==> src/rtl/multdiv_sequencer_pkg.sv <==
// multdiv_sequencer_pkg
//   Shared processor constants for the multdiv sequencer: FSM state
//   encoding, default watchdog limit and the counter-width helper.
//   No ports (package).

package multdiv_sequencer_pkg;

    // Default watchdog limit, in cycles, on one multdiv operation.
    localparam int MD_MAX_CYCLES_DEFAULT = 40;

    // Sequencer FSM state encoding.
    localparam int         MD_STATE_W = 2;
    localparam logic [1:0] ST_IDLE    = 2'd0;
    localparam logic [1:0] ST_START   = 2'd1;
    localparam logic [1:0] ST_BUSY    = 2'd2;
    localparam logic [1:0] ST_DONE    = 2'd3;

    // ceil(log2(max_cycles)); a one-bit floor keeps degenerate limits legal.
    function automatic int md_cnt_width(input int max_cycles);
        return (max_cycles < 2) ? 1 : $clog2(max_cycles);
    endfunction

endpackage

==> src/rtl/multdiv_sequencer_if.sv <==
// multdiv_sequencer_if
//   Bundles the X-stage request, the multdiv unit handshake and the
//   result/stall signals of the multdiv sequencer.
//   Modports:
//     master - pipeline / multdiv-unit side (drives op_*, md_result,
//              md_exception, md_rdy; observes everything else)
//     slave  - the sequencer itself

interface multdiv_sequencer_if;

    // X-stage request
    logic        op_valid;
    logic        op_is_div;
    logic [31:0] op_a;
    logic [31:0] op_b;
    logic [4:0]  op_rd;

    // multdiv unit handshake
    logic        md_ctrl_mult;
    logic        md_ctrl_div;
    logic [31:0] md_a;
    logic [31:0] md_b;
    logic [31:0] md_result;
    logic        md_exception;
    logic        md_rdy;

    // pipeline control and result
    logic        stall;
    logic        res_valid;
    logic [31:0] res_data;
    logic [4:0]  res_rd;
    logic        res_exc;

    modport master (
        output op_valid, op_is_div, op_a, op_b, op_rd,
        output md_result, md_exception, md_rdy,
        input  md_ctrl_mult, md_ctrl_div, md_a, md_b,
        input  stall, res_valid, res_data, res_rd, res_exc
    );

    modport slave (
        input  op_valid, op_is_div, op_a, op_b, op_rd,
        input  md_result, md_exception, md_rdy,
        output md_ctrl_mult, md_ctrl_div, md_a, md_b,
        output stall, res_valid, res_data, res_rd, res_exc
    );

endinterface

==> src/rtl/multdiv_sequencer_md_watchdog_counter.sv <==
// md_watchdog_counter
//   Up-counter bounding the number of BUSY cycles of one multdiv
//   operation. Saturates at MAX_CYCLES-1, so it can never wrap.
//   Ports:
//     clock            - rising-edge clock
//     reset            - asynchronous, active-low reset (count -> 0)
//     i_clear          - synchronous clear to 0 (has priority)
//     i_enable         - count up by one this cycle
//     o_terminal_count - count equals MAX_CYCLES-1

module md_watchdog_counter
    import multdiv_sequencer_pkg::*;
#(
    parameter int MAX_CYCLES = MD_MAX_CYCLES_DEFAULT
) (
    input  logic clock,
    input  logic reset,
    input  logic i_clear,
    input  logic i_enable,
    output logic o_terminal_count
);

    localparam int               CNT_W  = md_cnt_width(MAX_CYCLES);
    localparam logic [CNT_W-1:0] TC_VAL = CNT_W'(MAX_CYCLES - 1);

    logic [CNT_W-1:0] r_count;
    logic             w_tc;

    assign w_tc = (r_count == TC_VAL);

    always_ff @(posedge clock or negedge reset) begin
        if (!reset) begin
            r_count <= '0;
        end else if (i_clear) begin
            r_count <= '0;
        end else if (i_enable && !w_tc) begin
            r_count <= r_count + CNT_W'(1);
        end
    end

    assign o_terminal_count = w_tc;

endmodule

==> src/rtl/multdiv_sequencer.sv <==
// multdiv_sequencer
//   Sequences one multiply or divide through the multi-cycle multdiv
//   unit: freezes the pipeline, latches the X-stage operands, pulses the
//   unit's start, waits for md_rdy (bounded by a watchdog) and hands the
//   result to the XM latch as a one-cycle pulse.
//   Ports:
//     clock - rising-edge clock
//     reset - asynchronous, active-low reset
//     md_if - multdiv_sequencer_if.slave (request, unit handshake, result)
//
//   state | meaning
//   ------+----------------------------------------------------------
//   IDLE  | waiting for op_valid; operands latched when it is seen
//   START | one-cycle md_ctrl_mult/md_ctrl_div pulse, watchdog cleared
//   BUSY  | counting cycles until md_rdy or watchdog terminal count
//   DONE  | res_valid pulse, stall released, op_valid ignored

module multdiv_sequencer
    import multdiv_sequencer_pkg::*;
#(
    parameter int MAX_CYCLES = MD_MAX_CYCLES_DEFAULT
) (
    input  logic                 clock,
    input  logic                 reset,
    multdiv_sequencer_if.slave   md_if
);

    logic [MD_STATE_W-1:0] r_state;
    logic [MD_STATE_W-1:0] w_state_nxt;

    logic        r_is_div;
    logic [4:0]  r_op_rd;
    logic [31:0] r_md_a;
    logic [31:0] r_md_b;
    logic [31:0] r_res_data;
    logic [4:0]  r_res_rd;
    logic        r_res_exc;

    logic w_idle;
    logic w_start;
    logic w_busy;
    logic w_done;
    logic w_accept;
    logic w_capture;
    logic w_timeout;
    logic w_tc;

    assign w_idle  = (r_state == ST_IDLE);
    assign w_start = (r_state == ST_START);
    assign w_busy  = (r_state == ST_BUSY);
    assign w_done  = (r_state == ST_DONE);

    assign w_accept  = w_idle & md_if.op_valid;
    // md_rdy wins over a simultaneous watchdog expiry.
    assign w_capture = w_busy & md_if.md_rdy;
    assign w_timeout = w_busy & ~md_if.md_rdy & w_tc;

    md_watchdog_counter #(
        .MAX_CYCLES (MAX_CYCLES)
    ) u_md_watchdog_counter (
        .clock            (clock),
        .reset            (reset),
        .i_clear          (w_start),
        .i_enable         (w_busy),
        .o_terminal_count (w_tc)
    );

    always_comb begin
        w_state_nxt = r_state;
        case (r_state)
            ST_IDLE:  if (md_if.op_valid) w_state_nxt = ST_START;
            ST_START: w_state_nxt = ST_BUSY;
            ST_BUSY:  if (md_if.md_rdy || w_tc) w_state_nxt = ST_DONE;
            ST_DONE:  w_state_nxt = ST_IDLE;
            default:  w_state_nxt = ST_IDLE;
        endcase
    end

    always_ff @(posedge clock or negedge reset) begin
        if (!reset) begin
            r_state <= ST_IDLE;
        end else begin
            r_state <= w_state_nxt;
        end
    end

    always_ff @(posedge clock or negedge reset) begin
        if (!reset) begin
            r_is_div <= 1'b0;
            r_op_rd  <= '0;
            r_md_a   <= '0;
            r_md_b   <= '0;
        end else if (w_accept) begin
            r_is_div <= md_if.op_is_div;
            r_op_rd  <= md_if.op_rd;
            r_md_a   <= md_if.op_a;
            r_md_b   <= md_if.op_b;
        end
    end

    always_ff @(posedge clock or negedge reset) begin
        if (!reset) begin
            r_res_data <= '0;
            r_res_rd   <= '0;
            r_res_exc  <= 1'b0;
        end else if (w_capture) begin
            r_res_data <= md_if.md_result;
            r_res_rd   <= r_op_rd;
            r_res_exc  <= md_if.md_exception;
        end else if (w_timeout) begin
            r_res_data <= '0;
            r_res_rd   <= r_op_rd;
            r_res_exc  <= 1'b1;
        end
    end

    // The IDLE term follows op_valid combinationally, so it is gated with
    // reset to keep stall low while reset is held.
    assign md_if.stall        = reset & (w_accept | w_start | w_busy);
    assign md_if.md_ctrl_mult = w_start & ~r_is_div;
    assign md_if.md_ctrl_div  = w_start &  r_is_div;
    assign md_if.md_a         = r_md_a;
    assign md_if.md_b         = r_md_b;
    assign md_if.res_valid    = w_done;
    assign md_if.res_data     = r_res_data;
    assign md_if.res_rd       = r_res_rd;
    assign md_if.res_exc      = r_res_exc;

endmodule

==> src/flat_wrapper.sv <==
// flat-port wrapper written by rule: the top's interface ports become plain ports
module multdiv_sequencer_flat import multdiv_sequencer_pkg::*;
#(
    parameter int MAX_CYCLES = MD_MAX_CYCLES_DEFAULT
)
  (clock, reset, md_if_op_valid, md_if_op_is_div, md_if_op_a, md_if_op_b, md_if_op_rd, md_if_md_result, md_if_md_exception, md_if_md_rdy, md_if_md_ctrl_mult, md_if_md_ctrl_div, md_if_md_a, md_if_md_b, md_if_stall, md_if_res_valid, md_if_res_data, md_if_res_rd, md_if_res_exc);
  multdiv_sequencer_if md_if_i ();
  input  logic clock;
  input  logic reset;
  input wire logic [$bits(md_if_i.op_valid)-1:0] md_if_op_valid;
  input wire logic [$bits(md_if_i.op_is_div)-1:0] md_if_op_is_div;
  input wire logic [$bits(md_if_i.op_a)-1:0] md_if_op_a;
  input wire logic [$bits(md_if_i.op_b)-1:0] md_if_op_b;
  input wire logic [$bits(md_if_i.op_rd)-1:0] md_if_op_rd;
  input wire logic [$bits(md_if_i.md_result)-1:0] md_if_md_result;
  input wire logic [$bits(md_if_i.md_exception)-1:0] md_if_md_exception;
  input wire logic [$bits(md_if_i.md_rdy)-1:0] md_if_md_rdy;
  output wire logic [$bits(md_if_i.md_ctrl_mult)-1:0] md_if_md_ctrl_mult;
  output wire logic [$bits(md_if_i.md_ctrl_div)-1:0] md_if_md_ctrl_div;
  output wire logic [$bits(md_if_i.md_a)-1:0] md_if_md_a;
  output wire logic [$bits(md_if_i.md_b)-1:0] md_if_md_b;
  output wire logic [$bits(md_if_i.stall)-1:0] md_if_stall;
  output wire logic [$bits(md_if_i.res_valid)-1:0] md_if_res_valid;
  output wire logic [$bits(md_if_i.res_data)-1:0] md_if_res_data;
  output wire logic [$bits(md_if_i.res_rd)-1:0] md_if_res_rd;
  output wire logic [$bits(md_if_i.res_exc)-1:0] md_if_res_exc;
  assign md_if_i.op_valid = md_if_op_valid;
  assign md_if_i.op_is_div = md_if_op_is_div;
  assign md_if_i.op_a = md_if_op_a;
  assign md_if_i.op_b = md_if_op_b;
  assign md_if_i.op_rd = md_if_op_rd;
  assign md_if_i.md_result = md_if_md_result;
  assign md_if_i.md_exception = md_if_md_exception;
  assign md_if_i.md_rdy = md_if_md_rdy;
  assign md_if_md_ctrl_mult = md_if_i.md_ctrl_mult;
  assign md_if_md_ctrl_div = md_if_i.md_ctrl_div;
  assign md_if_md_a = md_if_i.md_a;
  assign md_if_md_b = md_if_i.md_b;
  assign md_if_stall = md_if_i.stall;
  assign md_if_res_valid = md_if_i.res_valid;
  assign md_if_res_data = md_if_i.res_data;
  assign md_if_res_rd = md_if_i.res_rd;
  assign md_if_res_exc = md_if_i.res_exc;
  multdiv_sequencer #(.MAX_CYCLES(MAX_CYCLES)) u_core (.clock(clock), .reset(reset), .md_if(md_if_i));
endmodule
==> config.mk <==
export PLATFORM = sky130hd
export DESIGN_NAME = multdiv_sequencer_flat
export DESIGN_NICKNAME = d
export VERILOG_FILES = /design/src/rtl/multdiv_sequencer_pkg.sv /design/src/rtl/multdiv_sequencer_if.sv /design/src/rtl/multdiv_sequencer_md_watchdog_counter.sv /design/src/rtl/multdiv_sequencer.sv /design/src/flat_wrapper.sv
export SDC_FILE = /design/constraint.sdc
export NUM_CORES = 1
export LEC_CHECK = 0
export BUFFER_PORTS_ARGS = -buffer_cell sky130_fd_sc_hd__buf_2
export CAP_MARGIN = 10
export CORE_ASPECT_RATIO = 2
export CORE_MARGIN = 2
export CORE_UTILIZATION = 41
export DETAILED_ROUTE_END_ITERATION = 10
export GPL_TIMING_DRIVEN = 1
export PLACE_DENSITY = 0.72
export SYNTH_ARGS = -nofsm -noshare
export SYNTH_HDL_FRONTEND = slang
export SYNTH_SLANG_ARGS = --single-unit
==> constraint.sdc <==
create_clock -name clock -period 2.4 [get_ports clock]
set_input_delay 0.12 -clock clock [delete_from_list [all_inputs] [get_ports clock]]
set_output_delay 0.12 -clock clock [all_outputs]
set_load 0.005 [all_outputs]
==> impl_metrics.json <==
{
  "synth_cells": 286,
  "synth_cell_types": 30,
  "cts_tree": "yes",
  "cp_num_buf_inv": 3,
  "grt_pass1_vias": 3961,
  "ctsRootBufferMaster": "clkbuf_16",
  "report.final.slew_viol_count": 0,
  "rr_startpoint": "u_core.r_state[0]",
  "routedWlPerCell_um": 16.52,
  "vias_per_cell": 4.886,
  "fin_crit_sh": 0.8368,
  "status": "finished, final reports clean",
  "cp_max_fo": 71,
  "r2r-end": "u_core.md_if.res_rd[4]",
  "row_count": 54,
  "layout_commonest_cell": "buf_2",
  "stdcell_area_um2": 7292,
  "clk_latency_ns": 0.40,
  "syn_nets": 399,
  "die_area_um2": 11810,
  "grt_max_degree": 99,
  "cp_top_family": "buffers and inverters",
  "rrSetupSlack_ns": 0.55,
  "synth_top_family_by_area": "multiplexers",
  "hold_violations": 0,
  "wl_mm": 12.57,
  "grtUsageTotal": 0.2188,
  "fin_crit_ns": 2.008,
  "routabilityCongestion": 0.7612,
  "coreArea_um2": 10740,
  "finClkSkew_ns": 0.005695,
  "netlist_area_um2": 4472,
  "hold_path_class": "input port to async pin",
  "cp-start-kind": "flop",
  "setup-tns-final_ns": 0,
  "reg2reg_depth": 4,
  "die_x_um": 77.85,
  "synth.area.top_cells": "dfrtp_1 65%, mux2_2 19%, a22o_1 6.3%",
  "rsz0062_at_grt": "no",
  "antenna_cells": 0,
  "p_total_w": 0.008875,
  "synthMuxAreaShare": 0.1922,
  "antenna_left": 0,
  "yosysTopAreaCell": "dfrtp_1",
  "tightest_slew_ns": 0.5025,
  "cts.repair.resized": 0,
  "p_leak_nw": 3.648,
  "crit_chain": "inv_1 -> ha_1 -> nand2_2 -> buf_12 -> a21boi_0 -> buf_2",
  "cts_setup_buffers": 0,
  "grt_pass1_wl_mm": 19.78,
  "die_h_um": 151.7,
  "dp_hpwl_mm": 7.278,
  "cap_violations": 0,
  "layout_common_cells": "211 x buf_2, 116 x dfrtp_1, 104 x dlygate4sd3_1",
  "setup_viol": 0,
  "area_growth_pct": 63.07,
  "synth_seq_cells": 116,
  "io_buffers": 212,
  "antenna_found_initial": 0,
  "nNetsFinal": 721,
  "holdBufCountCts": 104,
  "initial_core_util": 0.4163,
  "crit_start": "u_core.r_state[0]",
  "slew_headroom": 0.6650,
  "yosys_warnings": 0,
  "worstPathRequired_ns": 2.28,
  "critical_path_class": "flop to output pin",
  "cp-end-kind": "output pin",
  "path_clk_slew_ns": 0.05,
  "synth_compound_area_frac": 0.08170,
  "synth_top_area_frac": 0.6491,
  "place_area_um2": 5670,
  "drtPass1Iterations": 4,
  "htreeDepth": 4,
  "cts_sinks": 116,
  "drc": 0,
  "seq_area_frac_synth": 0.6491,
  "io_pins": 213,
  "fmax_mhz": 497.9,
  "synth-simple-area-share": 0.02882,
  "synthXorXnorAreaFrac": 0.007834,
  "drive_above_1_share": 0.5282,
  "cts_buffer_depth": 2,
  "synth-adder-area-share": 0.01679,
  "drt_iter0_drc": 107,
  "overflow": 0,
  "cp.arrival_ns": 1.89,
  "numCtsBuffers": 17,
  "critical-path-max-stage-delay_ns": 0.40,
  "vias": 3718,
  "fillers": 710,
  "avgSynthCellArea_um2": 15.64,
  "peakVddDrop_mv": 0.7153,
  "cpMaxStageDelayCell": "dfrtp_1",
  "power_density_nw_per_um2": 1217
}
[sequential cells by signal (all words and copies together) (netlist names)]
signal / cells
u_core.md_if.md_a: 32
u_core.md_if.md_b: 32
u_core.md_if.res_data: 32
u_core.u_md_watchdog_counter.r_count: 6
u_core.md_if.res_rd: 5
u_core.r_op_rd: 5
u_core.r_state: 2
u_core.md_if.res_exc: 1
u_core.r_is_div: 1
[cells in the mapped netlist, drive strengths merged]
master / number
or3b: 1
a21boi: 1
and3: 1
o32a: 1
nor2: 6
or2: 1
and2b: 1
nand4: 2
nor3b: 1
inv: 4
mux2: 76
nand2: 4
clkbuf: 9
o211ai: 1
a31o: 1
a21oi: 3
buf: 7
dfrtp: 116
a31oi: 1
ha: 6
a22o: 32
and2: 3
nand3: 1
xor2: 4
o21ai: 2
nor2b: 1
[final cells by class]
class	count	area (um^2)	share of cell area
clock buffer	23	478.0	0.06555
clock inverter	9	102.6	0.01407
inverter	4	15.01	0.002059
multi-input combinational	150	1466	0.2011
sequential	116	2903	0.3981
tap	140	175.2	0.02402
timing repair buffer	319	2152	0.2951
[through the flow]
stage               utilization  setup WS (ns)  hold slack [ns]  instances
CTS                      0.6788         0.3322           0.1340        761
floorplan                     -         0.7321          -0.1756        286
global placement         0.5278         0.6326          0.01662        625
detailed placement       0.5278         0.5525          0.01750        625
finish                   0.6788         0.3917           0.1290        761
global route             0.6788         0.2371           0.1533        761
[per-layer routing]
metal	wire (um)	GRT usage	share of wire
met5	0	0	0
met4	242	0.09911	0.019
met3	1360	0.08412	0.11
met2	5979	0.3491	0.48
met1	4988	0.2611	0.40
[kinds of logic after synthesis]
family	Yosys count
AO/OA/AOI/OAI	42
XOR/XNOR	4
adder cells (fa/ha/maj)	6
buffers and inverters	20
flip-flops	116
multiplexers	76
AND/OR/NAND/NOR	22
[report_power, final]
group / internal, W / leakage (nW) / total (W) / switching, W
sequential: 0.00291 / 1.40 / 0.00345 / 0.000534
clock: 0.00160 / 0.279 / 0.00245 / 0.000844
combinational: 0.00174 / 1.97 / 0.00298 / 0.00125
[worst max-delay path by stage]
stage	end	slack (ns)	depth (start not counted)
after floorplan	u_core.r_state[1]	0.73	4
after global placement	u_core.md_if.res_rd[4]	0.63	4
after detailed placement	u_core.md_if.res_rd[2]	0.55	4
after CTS	md_if_stall	0.33	6
after global routing	md_if_stall	0.24	6
final	md_if_stall	0.39	6
[worst reg2reg max path, cell delays in order, from the launching register on]
cell and delay (ns):
dfrtp_1 0.41, inv_1 0.12, ha_1 0.46, nand2_4 0.36, mux2_2 0.38
Note: power is estimated with default switching activity, not from simulation.
